<file path="src/rtl/sentinel_auth_fsm_pkg.sv">
// Shared state encoding and default sizing for the sentinel attempt/lockout controller.
// Every encoding of the 2-bit state is named, so recovery from corruption is handled in the FSM.
package sentinel_auth_fsm_pkg;

  localparam int DEF_MAX_FAILS      = 3;
  localparam int DEF_PENALTY_CYCLES = 1024;
  localparam int DEF_GRANT_CYCLES   = 256;
  localparam int DEF_FAIL_W         = 4;
  localparam int DEF_TMR_W          = 16;

  localparam logic [1:0] ST_ARMED    = 2'b00;
  localparam logic [1:0] ST_GRANTED  = 2'b01;
  localparam logic [1:0] ST_PENALTY  = 2'b10;
  localparam logic [1:0] ST_LOCKDOWN = 2'b11;

  typedef enum logic [1:0] {
    S_ARMED    = ST_ARMED,
    S_GRANTED  = ST_GRANTED,
    S_PENALTY  = ST_PENALTY,
    S_LOCKDOWN = ST_LOCKDOWN
  } state_t;

endpackage

</file>
<file path="src/rtl/sentinel_auth_fsm_down_timer.sv">
// Loadable down-counter that holds at zero; load wins over enable.
// zero is decoded combinationally from the registered count.
module citadel_down_timer #(
  parameter int TMR_W = 16
) (
  input  logic             clk,
  input  logic             rst_n,
  input  logic             load,
  input  logic [TMR_W-1:0] load_val,
  input  logic             en,
  output logic [TMR_W-1:0] count,
  output logic             zero
);

  logic [TMR_W-1:0] r_count;

  always_ff @(posedge clk or negedge rst_n) begin
    if (!rst_n) begin
      r_count <= '0;
    end else if (load) begin
      r_count <= load_val;
    end else if (en && (r_count != '0)) begin
      r_count <= r_count - TMR_W'(1);
    end
  end

  assign count = r_count;
  assign zero  = (r_count == '0);

endmodule

</file>
<file path="src/rtl/sentinel_auth_fsm.sv">
// Attempt sequencing and lockout controller fed by the key comparator's match bit.
// Match grants a timed session, mismatch costs a penalty, MAX_FAILS in a row locks until reset.
module sentinel_auth_fsm
  import sentinel_auth_fsm_pkg::*;
#(
  parameter int MAX_FAILS      = DEF_MAX_FAILS,
  parameter int PENALTY_CYCLES = DEF_PENALTY_CYCLES,
  parameter int GRANT_CYCLES   = DEF_GRANT_CYCLES,
  parameter int FAIL_W         = DEF_FAIL_W,
  parameter int TMR_W          = DEF_TMR_W
) (
  input  logic              clk,
  input  logic              rst_n,
  input  logic              attempt_valid,
  input  logic              key_match,
  input  logic              relock,
  output logic              attempt_ready,
  output logic              granted,
  output logic              penalty,
  output logic              lockdown,
  output logic [FAIL_W-1:0] fail_count,
  output logic [TMR_W-1:0]  timer
);

  localparam logic [FAIL_W-1:0] LP_MAX_FAILS = FAIL_W'(MAX_FAILS);
  localparam logic [TMR_W-1:0]  LP_GRANT_LD  = TMR_W'(GRANT_CYCLES - 1);
  localparam logic [TMR_W-1:0]  LP_PEN_LD    = TMR_W'(PENALTY_CYCLES - 1);

  state_t            r_state;
  state_t            w_next_state;
  logic [FAIL_W-1:0] r_fail_count;
  logic [FAIL_W-1:0] w_fail_next;
  logic [FAIL_W:0]   w_fail_inc;
  logic              w_tmr_load;
  logic [TMR_W-1:0]  w_tmr_load_val;
  logic              w_tmr_en;
  logic              w_tmr_zero;
  logic [TMR_W-1:0]  w_tmr_count;

  // One bit wider so a count already at the top of its range cannot wrap.
  assign w_fail_inc = {1'b0, r_fail_count} + {{FAIL_W{1'b0}}, 1'b1};

  always_ff @(posedge clk or negedge rst_n) begin
    if (!rst_n) begin
      r_state      <= S_ARMED;
      r_fail_count <= '0;
    end else begin
      r_state      <= w_next_state;
      r_fail_count <= w_fail_next;
    end
  end

  always_comb begin
    w_next_state   = r_state;
    w_fail_next    = r_fail_count;
    w_tmr_load     = 1'b0;
    w_tmr_load_val = '0;
    w_tmr_en       = 1'b0;
    case (r_state)
      S_ARMED: begin
        if (attempt_valid) begin
          if (key_match) begin
            w_next_state   = S_GRANTED;
            w_fail_next    = '0;
            w_tmr_load     = 1'b1;
            w_tmr_load_val = LP_GRANT_LD;
          end else if (w_fail_inc >= {1'b0, LP_MAX_FAILS}) begin
            w_next_state = S_LOCKDOWN;
            w_fail_next  = LP_MAX_FAILS;
            w_tmr_load   = 1'b1;
          end else begin
            w_next_state   = S_PENALTY;
            w_fail_next    = w_fail_inc[FAIL_W-1:0];
            w_tmr_load     = 1'b1;
            w_tmr_load_val = LP_PEN_LD;
          end
        end
      end
      S_GRANTED: begin
        if (w_tmr_zero) begin
          w_next_state = S_ARMED;
        end else if (relock) begin
          w_next_state = S_ARMED;
          w_tmr_load   = 1'b1;
        end else begin
          w_tmr_en = 1'b1;
        end
      end
      S_PENALTY: begin
        if (w_tmr_zero) begin
          w_next_state = S_ARMED;
        end else begin
          w_tmr_en = 1'b1;
        end
      end
      S_LOCKDOWN: begin
        w_next_state = S_LOCKDOWN;
      end
      default: begin
        // Corrupted state register fails secure.
        w_next_state = S_LOCKDOWN;
        w_tmr_load   = 1'b1;
      end
    endcase
  end

  citadel_down_timer #(
    .TMR_W(TMR_W)
  ) u_timer (
    .clk     (clk),
    .rst_n   (rst_n),
    .load    (w_tmr_load),
    .load_val(w_tmr_load_val),
    .en      (w_tmr_en),
    .count   (w_tmr_count),
    .zero    (w_tmr_zero)
  );

  assign attempt_ready = (r_state == S_ARMED);
  assign granted       = (r_state == S_GRANTED);
  assign penalty       = (r_state == S_PENALTY);
  assign lockdown      = (r_state == S_LOCKDOWN);
  assign fail_count    = r_fail_count;
  assign timer         = w_tmr_count;

endmodule

</file>
<file path="config.mk">
export PLATFORM = sky130hd
export DESIGN_NAME = sentinel_auth_fsm
export DESIGN_NICKNAME = d
export VERILOG_FILES = /design/src/rtl/sentinel_auth_fsm_pkg.sv /design/src/rtl/sentinel_auth_fsm_down_timer.sv /design/src/rtl/sentinel_auth_fsm.sv
export SDC_FILE = /design/constraint.sdc
export NUM_CORES = 1
export LEC_CHECK = 0
export CORE_AREA = 2 2 54 62
export CTS_CLUSTER_DIAMETER = 200
export CTS_CLUSTER_SIZE = 14
export DETAILED_ROUTE_END_ITERATION = 10
export DIE_AREA = 0 0 56 64
export PLACE_DENSITY = 0.79
export RECOVER_POWER = 25
export SLEW_MARGIN = 20
export SYNTH_ARGS = -nofsm -noshare
export SYNTH_HDL_FRONTEND = slang
export SYNTH_SLANG_ARGS = --single-unit
</file>
<file path="constraint.sdc">
create_clock -name clk -period 2.72 [get_ports clk]
set_input_delay 0.272 -clock clk [delete_from_list [all_inputs] [get_ports clk]]
set_output_delay 0.272 -clock clk [all_outputs]
set_load 0.03 [all_outputs]
</file>
==> run summary <==
Status: finished clean
Cell area after synthesis: 1399 um2
Detailed Routing Iterations Pass 1: 4
Worst Setup Path Type: flop to flop
Worst Path Arrival: 2700 ps
Core area: 2943 um2
I/O pin count: 29
Setup Buffers After CTS: 0
Clock buffer depth: 2
Maxcap violations: 0
Chip Width: 56 um
Hpwl dp: 2.702 mm
Seq pwr share: 27.7%
Final Max Slew Viols: 0
# diodes: 0
Maximum VDD drop: 0.7608 mV
WL/cell: 16.55 um
Clk sink count: 22
Routed vias/inst: 6.144
Initial DRC count: 33
Largest net degree at the start of global routing: 23
Post-synth ARST share: 100.0%
Setup crit end: u_timer.count[8]
Internal Power: 1.105 mW
Clock power frac: 12.1%
Fmax: 408.1 MHz
Layout cells sized above 1: 7.143%
Final hold viol count: 0
CP cell instances: inv_1 > ha_1 > or3b_2 > or3_1 > or4_1 > o21ai_0 > o2bb2ai_1
Final critical-path required period: 2451 ps
Vias in the first global route: 1453
Post-synth EDFFs: 0
Clock transition at path regs: 130 ps
Sequential area share after synthesis: 39.36%
DRC Markers: 0
DIE HEIGHT: 64 um
Global-route wire length before repair: 6.182 mm
CP Capture Type: flop
H-tree depth: 1
Slowest cell on crit path: or3b_2
Synth warn: 0
Final hold slack: 553.9 ps
Root buffer cell: clkbuf_4
Sequential cell area: 550.5 um2
CP delay by family, top: simple AND/OR/NAND/NOR gates
Multi-input logic area: 802.0 um2
Area grow syn2layout: 27.28%
Pwr dens: 1201 nW/um2
GRT Overall Usage: 21.42%
Syn Nets: 163
Hold_buf cts: 0
Synth area leaders: dfrtp_1, ha_1, nor2_1
Core Util, Final: 60.50%
Commonest non-fill, non-tap cells in the layout: clkdlybuf4s50_1, dfrtp_1, nor2_1
Net Sw Frac: 48.34%
# nets final: 196
Place WS: 296.5 ps
Leakage Power: 0.7226 nW
Slew HR: 18.84%
Tightest Pin Transition: 1217 ps
Max FO, Critical Path: 8
R2R Path Start: u_timer.count[0]
Top_reg_cell synth: dfrtp_1
Distinct cells, synth: 45
Commonest non-fill, non-tap cell in the layout: clkdlybuf4s50_1
Synth top area share: 39.36%
CP Data Required Time: 2970 ps
Worst setup SP type: flop
Cts bufs inserted: 3
Levels on crit path: 7
# setup viols final: 0
RD Place Congestion: 0.8748
Logic pwr share: 60.2%
Initial antenna violation count: 0
WP buf/inv: 1
TNS Setup: 0 ps
IO Port Bufs: 28
CTS resizes: 0
#FFs+latches synth: 22
NetSw: 1.033 mW
Fin crit share: 90.09%
Total grt overflow: 0
Post-Syn Instances: 150
Clock Skews: 8.668 ps
Antenna Nets Post-Route: 0
R2r setup slk: 270 ps
Starting density of the core: 47.53%
Mapped Avg Cell Area: 9.326 um2
Die area: 3584 um2
Clk_lat worst skew: 320 ps
Final worst slack: 269.5 ps
Worst R2R End: u_timer.count[8]
Rows: 21
RSZ-0062 raised after global routing: no
CP peak stage delay: 470 ps
Via count: 1327
Routed wire length: 3.575 mm
Worst setup path startpoint: u_timer.count[0]
TritonCTS clock tree: yes
Worst Hold Class: flop to flop
Top cell type by total area after synthesis: dfrtp_1
Filler Cells Inserted: 249
Cell count of the worst reg-to-reg path: 7
==> registers in the layout (all words and copies together), names as in the netlist <==
register,count
u_timer.count,16
fail_count,4
r_state,2
==> power groups by stage <==
stage          logic, mW  registers (mW)  clock network (mW)
6_report            1.29           0.592               0.258
5_1_grt             1.41           0.611               0.277
4_1_cts             1.29           0.589               0.262
3_5_place_dp        1.28           0.596                   0
3_3_place_gp        1.25           0.582                   0
2_1_floorplan      0.673           0.735                   0
==> metrics by stage <==
| step | instance area (um2) | cells | power (mW) |
|---|---|---|---|
| after floorplan | 1399 | 150 | 1.408 |
| after global placement | 1732 | 212 | 1.833 |
| after detailed placement | 1732 | 212 | 1.881 |
| after CTS | 1784 | 216 | 2.143 |
| after global routing | 1780 | 216 | 2.294 |
| final | 1780 | 216 | 2.138 |
==> cells in the mapped netlist, types with 2 or more instances <==
| cell | n |
|---|---|
| a221oi_1 | 2 |
| o21ai_0 | 6 |
| nor3_1 | 2 |
| dfrtp_1 | 22 |
| or3_1 | 3 |
| a31oi_1 | 3 |
| a21oi_1 | 6 |
| o221ai_1 | 3 |
| ha_1 | 8 |
| nor2_1 | 13 |
| or4_4 | 2 |
| a21o_1 | 2 |
| or4_1 | 5 |
| clkbuf_1 | 2 |
| nand2_1 | 9 |
| or2_2 | 2 |
| xnor2_1 | 5 |
| o21ai_1 | 2 |
| nor4b_1 | 3 |
| inv_1 | 9 |
| nor4_1 | 4 |
| o211ai_1 | 6 |
| nand2b_1 | 2 |
| o21a_1 | 2 |
| o31a_1 | 2 |
| and2_1 | 5 |
| o22ai_1 | 2 |
==> logic make-up after synthesis <==
group | synth area share (%)
xor gates and xnor gates | 3.130
AOI/OAI and AO/OA | 21.92
DFF | 39.36
buffers and inverters | 3.309
adders and majority gates | 7.156
and+or+nand+nor | 24.33
muxes | 0.8050
==> worst reg2reg max path, delay by kind of cell (launching register included) <==
family,cells,cell delay (ps)
buffers and inverters,1,120
adder cells (fa/ha/maj),1,190
flip-flops,1,440
AO/OA/AOI/OAI,2,300
AND/OR/NAND/NOR,3,1330
==> cell type report <==
type / instances / area share [%]
multi-input cells: 116 / 45.05
flip-flops and latches: 22 / 30.92
repair buffers: 31 / 16.80
well taps: 34 / 2.389
inverters: 9 / 1.897
clock inverters: 1 / 1.687
clock buffers: 3 / 1.265
==> routing by layer <==
layer | vias up | track usage, % | part of all wire (%)
met5 | - | 0 | 0
met4 | 0 | 8.631 | 1.4
met3 | 4 | 3.441 | 4.4
met2 | 48 | 40.15 | 53
met1 | 646 | 23.72 | 41
li1 | 629 | - | -
==> how the worst min path moves through the flow <==
stage                                    to          start  depth (start not counted)  slack (ps)
final                         fail_count[3]  fail_count[3]                          1         550
after global routing          fail_count[3]  fail_count[3]                          1         590
after CTS                 u_timer.count[15]          rst_n                          2         280
after detailed placement      fail_count[3]  fail_count[3]                          1         520
after global placement        fail_count[3]  fail_count[3]                          1         510
after floorplan               fail_count[0]          rst_n                          0         -20
Power figures use the tool's default switching activity.
